===== src/rtl/fcmp_pkg.sv =====
// ---------------------------------------------------------------------------
// fcmp_pkg
// Shared definitions for the FP compare dispatch stage: default widths,
// funct3 encodings of FLE.S/FLT.S/FEQ.S, the dispatch FSM state encoding,
// the one-hot unit-select record and IEEE-754 single NaN classification.
// ---------------------------------------------------------------------------
package fcmp_pkg;

  localparam int FLEN   = 32;
  localparam int NREG   = 32;
  localparam int ADDR_W = $clog2(NREG);

  localparam logic [2:0] FCMP_FLE = 3'b000;
  localparam logic [2:0] FCMP_FLT = 3'b001;
  localparam logic [2:0] FCMP_FEQ = 3'b010;

  typedef enum logic [1:0] {
    ST_IDLE = 2'd0,
    ST_READ = 2'd1,
    ST_EXEC = 2'd2,
    ST_RESP = 2'd3
  } fcmp_state_e;

  // Which compare unit a request targets; illegal means none of them.
  typedef struct packed {
    logic feq;
    logic flt;
    logic fle;
    logic illegal;
  } fcmp_sel_t;

  // IEEE-754 single field masks.
  localparam logic [31:0] EXP_MASK  = 32'h7F80_0000;
  localparam logic [31:0] MANT_MASK = 32'h007F_FFFF;
  localparam logic [31:0] QUIET_BIT = 32'h0040_0000;

  function automatic fcmp_sel_t decode_funct3(input logic [2:0] funct3);
    fcmp_sel_t sel;
    sel = '0;
    case (funct3)
      FCMP_FEQ: sel.feq     = 1'b1;
      FCMP_FLT: sel.flt     = 1'b1;
      FCMP_FLE: sel.fle     = 1'b1;
      default:  sel.illegal = 1'b1;
    endcase
    return sel;
  endfunction

  // Any NaN: exponent all ones, mantissa non-zero.
  function automatic logic is_nan(input logic [31:0] x);
    return ((x & EXP_MASK) == EXP_MASK) && ((x & MANT_MASK) != 32'h0);
  endfunction

  // Signalling NaN: a NaN whose quiet bit (mantissa MSB) is clear.
  function automatic logic is_snan(input logic [31:0] x);
    return is_nan(x) && ((x & QUIET_BIT) == 32'h0);
  endfunction

endpackage


===== src/rtl/fcmp_dispatch_if.sv =====
// ---------------------------------------------------------------------------
// fcmp_dispatch_if
// Request and response channels of the FP compare dispatch stage.
//   req_*  : compare request (valid/ready), funct3, rs1/rs2 operand indices,
//            rd destination index
//   rsp_*  : result to integer writeback (valid/ready), rd, zero-extended
//            compare result, illegal-funct3 error
//   fflags_nv : invalid-operation flag, present only when FCMP_NV_FLAG_EN
//            is defined
// Modports: master = requester/writeback side, slave = dispatch stage.
// ---------------------------------------------------------------------------
interface fcmp_dispatch_if
  import fcmp_pkg::*;
#(
  parameter int FLEN   = fcmp_pkg::FLEN,
  parameter int ADDR_W = fcmp_pkg::ADDR_W
);

  logic              req_valid;
  logic              req_ready;
  logic [2:0]        req_funct3;
  logic [ADDR_W-1:0] req_rs1;
  logic [ADDR_W-1:0] req_rs2;
  logic [ADDR_W-1:0] req_rd;

  logic              rsp_valid;
  logic              rsp_ready;
  logic [ADDR_W-1:0] rsp_rd;
  logic [FLEN-1:0]   rsp_data;
  logic              rsp_err;
`ifdef FCMP_NV_FLAG_EN
  logic              fflags_nv;

  modport master (
    output req_valid, req_funct3, req_rs1, req_rs2, req_rd, rsp_ready,
    input  req_ready, rsp_valid, rsp_rd, rsp_data, rsp_err, fflags_nv
  );

  modport slave (
    input  req_valid, req_funct3, req_rs1, req_rs2, req_rd, rsp_ready,
    output req_ready, rsp_valid, rsp_rd, rsp_data, rsp_err, fflags_nv
  );
`else
  modport master (
    output req_valid, req_funct3, req_rs1, req_rs2, req_rd, rsp_ready,
    input  req_ready, rsp_valid, rsp_rd, rsp_data, rsp_err
  );

  modport slave (
    input  req_valid, req_funct3, req_rs1, req_rs2, req_rd, rsp_ready,
    output req_ready, rsp_valid, rsp_rd, rsp_data, rsp_err
  );
`endif

endinterface


===== src/rtl/fp_regfile.sv =====
// ---------------------------------------------------------------------------
// fp_regfile
// NREG x FLEN floating-point register file: one write port, two read ports
// with registered outputs. A read that coincides with a write to the same
// index returns the write data (write-first). Contents clear on reset.
// Ports:
//   clk, rst_n                  clock, async active-low reset
//   rd_en_i                     load both read registers this cycle
//   rd_addr1_i / rd_addr2_i     read indices
//   rd_data1_o / rd_data2_o     registered read data, held while rd_en_i low
//   wr_en_i, wr_addr_i, wr_data_i  write port
// ---------------------------------------------------------------------------
module fp_regfile
  import fcmp_pkg::*;
#(
  parameter int FLEN   = fcmp_pkg::FLEN,
  parameter int NREG   = fcmp_pkg::NREG,
  parameter int ADDR_W = fcmp_pkg::ADDR_W
) (
  input  logic              clk,
  input  logic              rst_n,
  input  logic              rd_en_i,
  input  logic [ADDR_W-1:0] rd_addr1_i,
  input  logic [ADDR_W-1:0] rd_addr2_i,
  output logic [FLEN-1:0]   rd_data1_o,
  output logic [FLEN-1:0]   rd_data2_o,
  input  logic              wr_en_i,
  input  logic [ADDR_W-1:0] wr_addr_i,
  input  logic [FLEN-1:0]   wr_data_i
);

  logic [FLEN-1:0] mem_q [NREG];
  logic [FLEN-1:0] rd_data1_q;
  logic [FLEN-1:0] rd_data2_q;

  // NOTE: the array is built from flops, not a RAM macro, because every entry
  // must read as zero after reset; a RAM-based version would need a clear
  // sequence instead of an async reset.
  always_ff @(posedge clk or negedge rst_n) begin
    if (!rst_n) begin
      for (int i = 0; i < NREG; i++) begin
        mem_q[i] <= '0;
      end
    end else if (wr_en_i) begin
      mem_q[wr_addr_i] <= wr_data_i;
    end
  end

  // NOTE: non-blocking assignments keep every flop sampling pre-edge values,
  // so the bypass compare below sees this cycle's write, not a half-updated array.
  always_ff @(posedge clk or negedge rst_n) begin
    if (!rst_n) begin
      rd_data1_q <= '0;
      rd_data2_q <= '0;
    end else if (rd_en_i) begin
      rd_data1_q <= (wr_en_i && (wr_addr_i == rd_addr1_i)) ? wr_data_i : mem_q[rd_addr1_i];
      rd_data2_q <= (wr_en_i && (wr_addr_i == rd_addr2_i)) ? wr_data_i : mem_q[rd_addr2_i];
    end
  end

  assign rd_data1_o = rd_data1_q;
  assign rd_data2_o = rd_data2_q;

endmodule


===== src/rtl/fcmp_dispatch.sv =====
// ---------------------------------------------------------------------------
// fcmp_dispatch
// Issue stage in front of the combinational FEQ/FLT/FLE units. Holds the FP
// register file, accepts one compare at a time, reads both operands, pulses
// the selected unit enable for one cycle, captures that unit's bit 0 and
// returns it zero-extended with the destination index.
//   IDLE -> READ -> EXEC -> RESP -> IDLE (rsp_valid three cycles after accept)
// Ports:
//   clk, rst_n                     clock, async active-low reset
//   bus (fcmp_dispatch_if.slave)   request / response channels
//   fwr_en, fwr_addr, fwr_data     FP register write, honoured in every state
//   read_data1, read_data2         registered operands to the compare units
//   Feq_en, Flt_en, Fle_en         one-cycle unit enables (EXEC only)
//   eqdata_out, ltdata_out, ledata_out  unit results, bit 0 meaningful
// Build option FCMP_NV_FLAG_EN: adds bus.fflags_nv (invalid-operation flag)
// and forces the result to 0 whenever an operand is NaN.
// ---------------------------------------------------------------------------
module fcmp_dispatch
  import fcmp_pkg::*;
#(
  parameter int FLEN   = fcmp_pkg::FLEN,
  parameter int NREG   = fcmp_pkg::NREG,
  parameter int ADDR_W = fcmp_pkg::ADDR_W
) (
  input  logic              clk,
  input  logic              rst_n,
  fcmp_dispatch_if.slave    bus,
  input  logic              fwr_en,
  input  logic [ADDR_W-1:0] fwr_addr,
  input  logic [FLEN-1:0]   fwr_data,
  output logic [FLEN-1:0]   read_data1,
  output logic [FLEN-1:0]   read_data2,
  output logic              Feq_en,
  output logic              Flt_en,
  output logic              Fle_en,
  input  logic [FLEN-1:0]   eqdata_out,
  input  logic [FLEN-1:0]   ltdata_out,
  input  logic [FLEN-1:0]   ledata_out
);

  fcmp_state_e       state_q, state_d;
  logic [2:0]        funct3_q;
  logic [ADDR_W-1:0] rs1_q, rs2_q, rd_q;
  logic              rsp_bit_q;
  logic              rsp_err_q;
  fcmp_sel_t         sel;
  logic              accept;
  logic              rd_en;
  logic              in_exec;
  logic              req_ready;
  logic              rsp_valid;
  logic              result_bit;

  // Only bit 0 of each unit result carries the compare outcome.
  logic unused_unit_bits;
  assign unused_unit_bits = ^{eqdata_out[FLEN-1:1], ltdata_out[FLEN-1:1], ledata_out[FLEN-1:1]};

  assign sel    = decode_funct3(funct3_q);
  assign accept = req_ready && bus.req_valid;

  fp_regfile #(
    .FLEN   (FLEN),
    .NREG   (NREG),
    .ADDR_W (ADDR_W)
  ) u_regfile (
    .clk        (clk),
    .rst_n      (rst_n),
    .rd_en_i    (rd_en),
    .rd_addr1_i (rs1_q),
    .rd_addr2_i (rs2_q),
    .rd_data1_o (read_data1),
    .rd_data2_o (read_data2),
    .wr_en_i    (fwr_en),
    .wr_addr_i  (fwr_addr),
    .wr_data_i  (fwr_data)
  );

  // ---------------- FSM: state register ----------------
  always_ff @(posedge clk or negedge rst_n) begin
    if (!rst_n) state_q <= ST_IDLE;
    else        state_q <= state_d;
  end

  // ---------------- FSM: next state ----------------
  // NOTE: state_d gets a default before the case so no path leaves it
  // unassigned; without it this process would infer a latch.
  always_comb begin
    state_d = state_q;
    case (state_q)
      ST_IDLE: if (bus.req_valid) state_d = ST_READ;
      ST_READ: state_d = ST_EXEC;
      ST_EXEC: state_d = ST_RESP;
      ST_RESP: if (bus.rsp_ready) state_d = ST_IDLE;
      default: state_d = ST_IDLE;
    endcase
  end

  // ---------------- FSM: outputs ----------------
  always_comb begin
    req_ready = 1'b0;
    rd_en     = 1'b0;
    in_exec   = 1'b0;
    rsp_valid = 1'b0;
    case (state_q)
      ST_IDLE: req_ready = 1'b1;
      ST_READ: rd_en     = 1'b1;
      ST_EXEC: in_exec   = 1'b1;
      ST_RESP: rsp_valid = 1'b1;
      default: ;
    endcase
  end

  assign Feq_en = in_exec && sel.feq;
  assign Flt_en = in_exec && sel.flt;
  assign Fle_en = in_exec && sel.fle;

  // Result of the unit selected by funct3; illegal funct3 yields 0.
  always_comb begin
    result_bit = 1'b0;
    if      (sel.feq) result_bit = eqdata_out[0];
    else if (sel.flt) result_bit = ltdata_out[0];
    else if (sel.fle) result_bit = ledata_out[0];
  end

  // ---------------- request capture ----------------
  always_ff @(posedge clk or negedge rst_n) begin
    if (!rst_n) begin
      funct3_q <= '0;
      rs1_q    <= '0;
      rs2_q    <= '0;
      rd_q     <= '0;
    end else if (accept) begin
      funct3_q <= bus.req_funct3;
      rs1_q    <= bus.req_rs1;
      rs2_q    <= bus.req_rs2;
      rd_q     <= bus.req_rd;
    end
  end

`ifdef FCMP_NV_FLAG_EN
  logic any_nan;
  logic nv_d;
  logic nv_q;

  // FEQ is quiet: only signalling NaNs raise invalid. FLT/FLE are signalling
  // comparisons: any NaN raises invalid. Every comparison with a NaN is false.
  assign any_nan = is_nan(read_data1) || is_nan(read_data2);
  assign nv_d    = (sel.feq && (is_snan(read_data1) || is_snan(read_data2))) ||
                   ((sel.flt || sel.fle) && any_nan);

  always_ff @(posedge clk or negedge rst_n) begin
    if (!rst_n) begin
      rsp_bit_q <= 1'b0;
      rsp_err_q <= 1'b0;
      nv_q      <= 1'b0;
    end else if (in_exec) begin
      rsp_bit_q <= result_bit && !any_nan;
      rsp_err_q <= sel.illegal;
      nv_q      <= nv_d;
    end
  end

  assign bus.fflags_nv = nv_q;
`else
  always_ff @(posedge clk or negedge rst_n) begin
    if (!rst_n) begin
      rsp_bit_q <= 1'b0;
      rsp_err_q <= 1'b0;
    end else if (in_exec) begin
      rsp_bit_q <= result_bit;
      rsp_err_q <= sel.illegal;
    end
  end
`endif

  assign bus.req_ready = req_ready;
  assign bus.rsp_valid = rsp_valid;
  assign bus.rsp_rd    = rd_q;
  assign bus.rsp_data  = {{(FLEN-1){1'b0}}, rsp_bit_q};
  assign bus.rsp_err   = rsp_err_q;

endmodule


===== src/flat_wrapper.sv =====
// flat-port wrapper written by rule: the top's interface ports become plain ports
module fcmp_dispatch_flat import fcmp_pkg::*;
#(
  parameter int FLEN   = fcmp_pkg::FLEN,
  parameter int NREG   = fcmp_pkg::NREG,
  parameter int ADDR_W = fcmp_pkg::ADDR_W
)
  (clk, rst_n, fwr_en, fwr_addr, fwr_data, read_data1, read_data2, Feq_en, Flt_en, Fle_en, eqdata_out, ltdata_out, ledata_out, bus_req_valid, bus_req_funct3, bus_req_rs1, bus_req_rs2, bus_req_rd, bus_rsp_ready, bus_req_ready, bus_rsp_valid, bus_rsp_rd, bus_rsp_data, bus_rsp_err);
  fcmp_dispatch_if #(.FLEN(FLEN), .ADDR_W(ADDR_W)) bus_i ();
  input  logic clk;
  input  logic rst_n;
  input  logic fwr_en;
  input  logic [ADDR_W-1:0] fwr_addr;
  input  logic [FLEN-1:0] fwr_data;
  output logic [FLEN-1:0] read_data1;
  output logic [FLEN-1:0] read_data2;
  output logic Feq_en;
  output logic Flt_en;
  output logic Fle_en;
  input  logic [FLEN-1:0] eqdata_out;
  input  logic [FLEN-1:0] ltdata_out;
  input  logic [FLEN-1:0] ledata_out;
  input wire logic [$bits(bus_i.req_valid)-1:0] bus_req_valid;
  input wire logic [$bits(bus_i.req_funct3)-1:0] bus_req_funct3;
  input wire logic [$bits(bus_i.req_rs1)-1:0] bus_req_rs1;
  input wire logic [$bits(bus_i.req_rs2)-1:0] bus_req_rs2;
  input wire logic [$bits(bus_i.req_rd)-1:0] bus_req_rd;
  input wire logic [$bits(bus_i.rsp_ready)-1:0] bus_rsp_ready;
  output wire logic [$bits(bus_i.req_ready)-1:0] bus_req_ready;
  output wire logic [$bits(bus_i.rsp_valid)-1:0] bus_rsp_valid;
  output wire logic [$bits(bus_i.rsp_rd)-1:0] bus_rsp_rd;
  output wire logic [$bits(bus_i.rsp_data)-1:0] bus_rsp_data;
  output wire logic [$bits(bus_i.rsp_err)-1:0] bus_rsp_err;
  assign bus_i.req_valid = bus_req_valid;
  assign bus_i.req_funct3 = bus_req_funct3;
  assign bus_i.req_rs1 = bus_req_rs1;
  assign bus_i.req_rs2 = bus_req_rs2;
  assign bus_i.req_rd = bus_req_rd;
  assign bus_i.rsp_ready = bus_rsp_ready;
  assign bus_req_ready = bus_i.req_ready;
  assign bus_rsp_valid = bus_i.rsp_valid;
  assign bus_rsp_rd = bus_i.rsp_rd;
  assign bus_rsp_data = bus_i.rsp_data;
  assign bus_rsp_err = bus_i.rsp_err;
  fcmp_dispatch #(.FLEN(FLEN), .NREG(NREG), .ADDR_W(ADDR_W)) u_core (.clk(clk), .rst_n(rst_n), .bus(bus_i), .fwr_en(fwr_en), .fwr_addr(fwr_addr), .fwr_data(fwr_data), .read_data1(read_data1), .read_data2(read_data2), .Feq_en(Feq_en), .Flt_en(Flt_en), .Fle_en(Fle_en), .eqdata_out(eqdata_out), .ltdata_out(ltdata_out), .ledata_out(ledata_out));
endmodule

===== config.mk =====
export PLATFORM = sky130hd
export DESIGN_NAME = fcmp_dispatch_flat
export DESIGN_NICKNAME = d
export VERILOG_FILES = /design/src/rtl/fcmp_pkg.sv /design/src/rtl/fcmp_dispatch_if.sv /design/src/rtl/fp_regfile.sv /design/src/rtl/fcmp_dispatch.sv /design/src/flat_wrapper.sv
export SDC_FILE = /design/constraint.sdc
export NUM_CORES = 2
export LEC_CHECK = 0
export ABC_CLOCK_PERIOD_IN_PS = 3400
export CORE_AREA = 2 2 437 439
export CTS_CLUSTER_SIZE = 14
export DETAILED_ROUTE_END_ITERATION = 16
export DIE_AREA = 0 0 439 441
export PLACE_DENSITY_LB_ADDON = 0.08
export REMOVE_ABC_BUFFERS = 1
export SLEW_MARGIN = 10
export SYNTH_ARGS = -nofsm -noshare
export SYNTH_HDL_FRONTEND = slang
export SYNTH_HIERARCHICAL = 1
export SYNTH_SLANG_ARGS = --single-unit

===== constraint.sdc =====
create_clock -name clk -period 3.4 [get_ports clk]
set_clock_uncertainty 0.2 [all_clocks]
set_input_delay 0.68 -clock clk [delete_from_list [all_inputs] [get_ports clk]]
set_output_delay 0.68 -clock clk [all_outputs]
set_load 0.01 [all_outputs]

[Word level (Yosys, flattened, before mapping)]
Index checks and enable logic that the tools add are counted.
Storage, ports and cells
  register bits after elaboration: 1110
  latch bits: 0
  bits in writable memories: 0
  memory bits (read-only): 0
  input bits: 156
  output and inout bits: 107
  word-level logic and storage cells: 93
  memories kept: 0
Cells by class
  add/sub/neg operators: 0
  $mul: 0
  div/mod/pow operators: 0
  $lt $le $gt $ge: 4
  equality and inequality tests: 9
  shift-type cells: 0
  multiplexer cells: 25
  bitwise operators: 3
  reduce and logical (&&, ||, !) cells: 11
Operators by type and width (number)
  $bwmux W1024: 1
  $bmux W32 S5: 2
  $mux W32: 7
  $demux W32 S5: 1
  $ge A6 B6 Y1 const B: 3
  $not A5 Y6: 3
  $mux W1: 11
  $eq A5 B5 Y1: 2
  $pmux W2 S4: 1
  $logic_and A1 B1 Y1: 7
  $lt A6 B1 Y1 const B: 1
  $eq A2 B2 Y1 const B: 2
  $mux W2: 2
  $ne A2 B2 Y1 const B: 2
  $eq A3 B1 Y1 const B: 1
  $eq A3 B2 Y1 const B: 1
  $logic_not A3 Y1: 1
  $reduce_or A3 Y1: 1
  $eq A2 B1 Y1 const B: 1
  $logic_not A2 Y1: 1
  $reduce_and A2 Y1: 1

[Logic depth before layout (Yosys ltp)]
  depth after elaboration: 6
  mapped depth: 11
  depth with buffers taken out: 6

[Cells and area by module]
Netlist, hierarchy kept.
Modules (own cells, without submodules)
  fp_regfile: instances 1, cells each 3598, area each 57000.9 um^2, seq. area each 27226.1 um^2
  fcmp_dispatch: instances 1, cells each 97, area each 1224.9 um^2, seq. area each 550.5 um^2

[Worst setup path before layout]
OpenSTA, ideal clock, no wires.
  kind: in2reg
  start point: input port fwr_addr[2]
  end point: register u_core.u_regfile.rd_data1_q[14], in the netlist u_core/u_regfile/rd_data1_o[14]
  setup time: 126 ps
  arrival: 2352 ps
  data required time: 3074 ps
  path slack: 722 ps
  stages on the path: 7
  path buffers: 2
  cell sequence: clkbuf_1 xor2_1 nor3_1 a211oi_1 clkbuf_1 a22o_1 a221o_1
Between the ends
  longest elaborated chain between the ends: 3
RTL lines
  start: declaration: line flat_wrapper.sv:13  | input logic [ADDR_W-1:0] fwr_addr;
  $eq A5 B5 Y1: line fp_regfile.sv:56  | rd_data1_q <= (wr_en_i && (wr_addr_i == rd_addr1_i)) ? wr_data_i : mem_q[rd_addr1_i];
  $logic_and A1 B1 Y1: line fp_regfile.sv:56
  $mux W32: line fp_regfile.sv:56
  end signal: assignment: line fp_regfile.sv:56
  end: declaration: line fp_regfile.sv:33  | logic [FLEN-1:0] rd_data1_q;
Every way passes these cells.
A chain may end at the register's enable or synchronous reset.

[Final worst setup path]
  start point: register u_core.state_q[0]
  end point: output port Flt_en
Between the ends
  longest elaborated chain between the ends: 3
RTL lines
  start: declaration: line fcmp_dispatch.sv:41  | fcmp_state_e state_q, state_d;
  start signal: assignment: line fcmp_dispatch.sv:81  | else state_q <= state_d;
  $eq A2 B2 Y1: line fcmp_dispatch.sv:104  | case (state_q)
  $mux W1: line fcmp_dispatch.sv:104
  $logic_and A1 B1 Y1: line fcmp_dispatch.sv:114  | assign Flt_en = in_exec && sel.flt;
  end: declaration: line flat_wrapper.sv:18  | output logic Flt_en;
Every way passes these cells.

==> results.tsv <==
stage	metric	value	unit
timing	Relative slew margins	0.379	
place	DP Area	65000	µm²
timing	RSZ-0062 raised after global routing	false	
critical_path	CP Buf/Inv Count	2	
detailed_routing	Detail Route Antenna Nets	0	
timing	Period minus WS final	3240	ps
place	DP HPWL	128000	µm
die	die height	441	µm
synthesis	Cell Area, Synth	58200	µm²
detailed_routing	met3 WL post-DR	6060	µm
detailed_routing	Top Layer Used	met4	
critical_path	Worst EP arrival	2360	ps
critical_path	crit-path cells	inv_2 -> ha_4 -> nor3b_4 -> and2_1 -> clkdlybuf4s50_1	
layout	fillers	17900	
critical_path	startpoint types	flip-flop	
power_and_ir_drop	leakage power	29.5	nW
critical_path	Worst Path Class, Setup	reg -> out	
synthesis	Yosys top cell area share	0.477	
critical_path	CP peak stage delay	520	ps
run_status	status	complete, no violations	
clock_tree	CTS buffer count	137	
critical_path	Worst setup EP type	primary output	
clock_tree	Skew-Pair Late Insertion Delay	770	ps
timing	Worst-Margin Slew	925	ps
detailed_routing	met1 wire length	96700	µm
layout	commonest non-fill, non-tap cell in the layout	dfrtp_1	
power_and_ir_drop	VDD IR max	419	µV
grt	first-pass GRT wire length	303000	µm
critical_path	crit-path max FO	6	
timing	Setup TNS	0	ps
die	io pins	263	
timing	Max Slew Vio Count	0	
detailed_routing	DR DRC count	0	
grt	All-Layer GR Usage	0.220	
critical_path	Worst EP required	2520	ps
grt	largest net degree at the start of global routing	87	
detailed_routing	via/cell ratio	5.51	
timing	# setup viols final	0	
clock_tree	Setup Buffers After CTS	0	
clock_tree	CTS Sinks	1110	
layout	area of the multi-input gates	28900	µm²
power_and_ir_drop	Cell Pwr Density	847	nW/µm²
detailed_routing	Routed WL	211000	µm
clock_tree	H-tree Lvls	4	
synthesis	Cells after Synth	3695	
place	PortBufs	138	
critical_path	slowest cell on the critical path	clkdlybuf4s50_1	
timing	final hold violations	0	
die	Initial Util	0.308	
layout	Syn-to-layout area delta	19.5	%
synthesis	Netlist cell types	48	
clock_tree	CTS tree	done	
synthesis	synth top area cells	dfrtp_1, mux4_2, mux2_2	
detailed_routing	drt initial violations	2407	
grt	gr ovfl total	0	
grt	vias in the first global route	38000	
critical_path	Worst R2R Start	u_core/rs2_q[0]$_DFFE_PN0P_	
layout	register area	27800	µm²
die	# rows	160	
detailed_routing	wire per inst	32.5	µm
layout	commonest cells after routing, fill and taps aside	dfrtp_1, mux2_2, mux4_2	
clock_tree	Max Root-Sink Buffers	3	
synthesis	Post-synth EDFFs	0	
synthesis	Seq/Total Area, Yosys	0.477	
timing	period utilization	0.954	
layout	Layout Nets	4038	
synthesis	synth warn	6	
worst_hold_path	min-delay worst type	in -> async	
timing	f_max	308	MHz
detailed_routing	via count	35800	
critical_path	Top delay family on crit path	buffers and inverters	
synthesis	post-synth top area cell	dfrtp_1	
synthesis	FFs w/ async S/R, synth	1.00	
die	core area	189000	µm²
job	maxcap violations	0	
layout	layout cell share with drive strength beyond 1	0.540	
critical_path	CP Launch Point	u_core/state_q[0]$_DFFE_PN0P_	
die	die width	439	µm
clock_tree	CTS clk-pin slew, worst paths	60	ps
synthesis	Mapped Avg Cell Area	15.8	µm²
detailed_routing	DRT Pass-1 Iters	5	
layout	final instance area	69600	µm²
clock_tree	clock root buffer	clkbuf_16	
power_and_ir_drop	Pwr Total	59.0	mW
die	die area	194000	µm²
detailed_routing	routed wl met2	104000	µm
place	GP Congestion	0.750	
synthesis	Post-synth top flop	dfrtp_1	
grt	initial antenna violation count	1	
synthesis	number of synthesized register bits	1110	
[stage by stage]
step                std cells  utilization  hold WS, ps  setup WS, ps
global route             6494        0.368          290          12.0
CTS                      6494        0.368          261          6.09
global placement         6249        0.343          290         -83.5
detailed placement       6249        0.343          298         -91.2
finish                   6496        0.368          310           158
floorplan                3308            -          184         -9810
[sequential cells by signal, indices dropped and copies added, names as in the netlist]
| signal | count |
|---|---|
| u_core/u_regfile/mem_q | 1024 |
| u_core/u_regfile/rd_data1_o | 32 |
| u_core/u_regfile/rd_data2_o | 32 |
| u_core/bus.rsp_rd | 5 |
| u_core/rs1_q | 5 |
| u_core/rs2_q | 5 |
| u_core/funct3_q | 3 |
| u_core/state_q | 2 |
| u_core/bus.rsp_err | 1 |
| u_core/rsp_bit_q | 1 |
[per-layer routing]
metal | global-route usage | up-vias
met5 | 0 | -
met4 | 0.0520 | 0
met3 | 0.0265 | 223
met2 | 0.369 | 651
met1 | 0.304 | 20100
li1 | - | 14900
[where the power goes]
group	leakage (nW)	switching (mW)	internal (mW)
clock	2.27	6.02	8.97
combinational	13.1	12.0	13.4
sequential	14.2	2.47	16.1
total	29.5	20.5	38.4
[synthesized netlist by cell type, drive strengths merged (28+ instances only)]
cell type and n:
dfrtp 1110, a221oi 49, a221o 65, nor2b 45
mux4 538, a22oi 30, nor2 28, mux2i 168
nand2 32, o21ai 31, mux2 1044, buf 182
clkbuf 235
[worst paths after layout]
check	end	slack [ps]	cells past startpoint
max	Flt_en	160	5
min	u_core/u_regfile/mem_q[337]$_DFFE_PN0P_	310	2
max reg2reg	u_core/u_regfile/rd_data2_o[6]$_DFFE_PN0P_	340	7
min reg2reg	u_core/u_regfile/rd_data2_o[28]$_DFFE_PN0P_	310	2
max in group asynchronous	u_core/u_regfile/mem_q[669]$_DFFE_PN0P_	1650	3
min in group clk	u_core/u_regfile/rd_data2_o[28]$_DFFE_PN0P_	310	2
[layout make-up]
type,count,share of cell area
Multi-Input combinational cell,2189,0.416
Sequential cell,1110,0.400
Timing Repair Buffer,431,0.0730
Clock buffer,205,0.0592
Tap cell,2511,0.0452
Clock inverter,39,0.00655
Inverter,9,0.000593
Antenna cell,2,0.0000719
[cell families (layout without fill, tap and decap cells)]
logic type / after synthesis / after routing / synth area share
other: 1 / 33 / 0.0000644
DFF: 1110 / 1110 / 0.477
AOI/OAI and AO/OA: 231 / 231 / 0.0327
adders and majority gates: 4 / 4 / 0.000860
and+or+nand+nor: 163 / 163 / 0.0145
xor gates and xnor gates: 10 / 10 / 0.00150
buffers and inverters: 426 / 684 / 0.0338
muxes: 1750 / 1750 / 0.440
[repair_timing]
| action | in CTS | in global routing |
|---|---|---|
| endpoints found under the hold margin | 23 | 0 |
| gates resized for setup | 2 | 4 |
| hold buffers | 1 | 0 |
| gates cloned | 0 | 0 |
| endpoints found under the setup margin | 2 | 2 |
No activity file was read; power rests on OpenSTA's default activity.
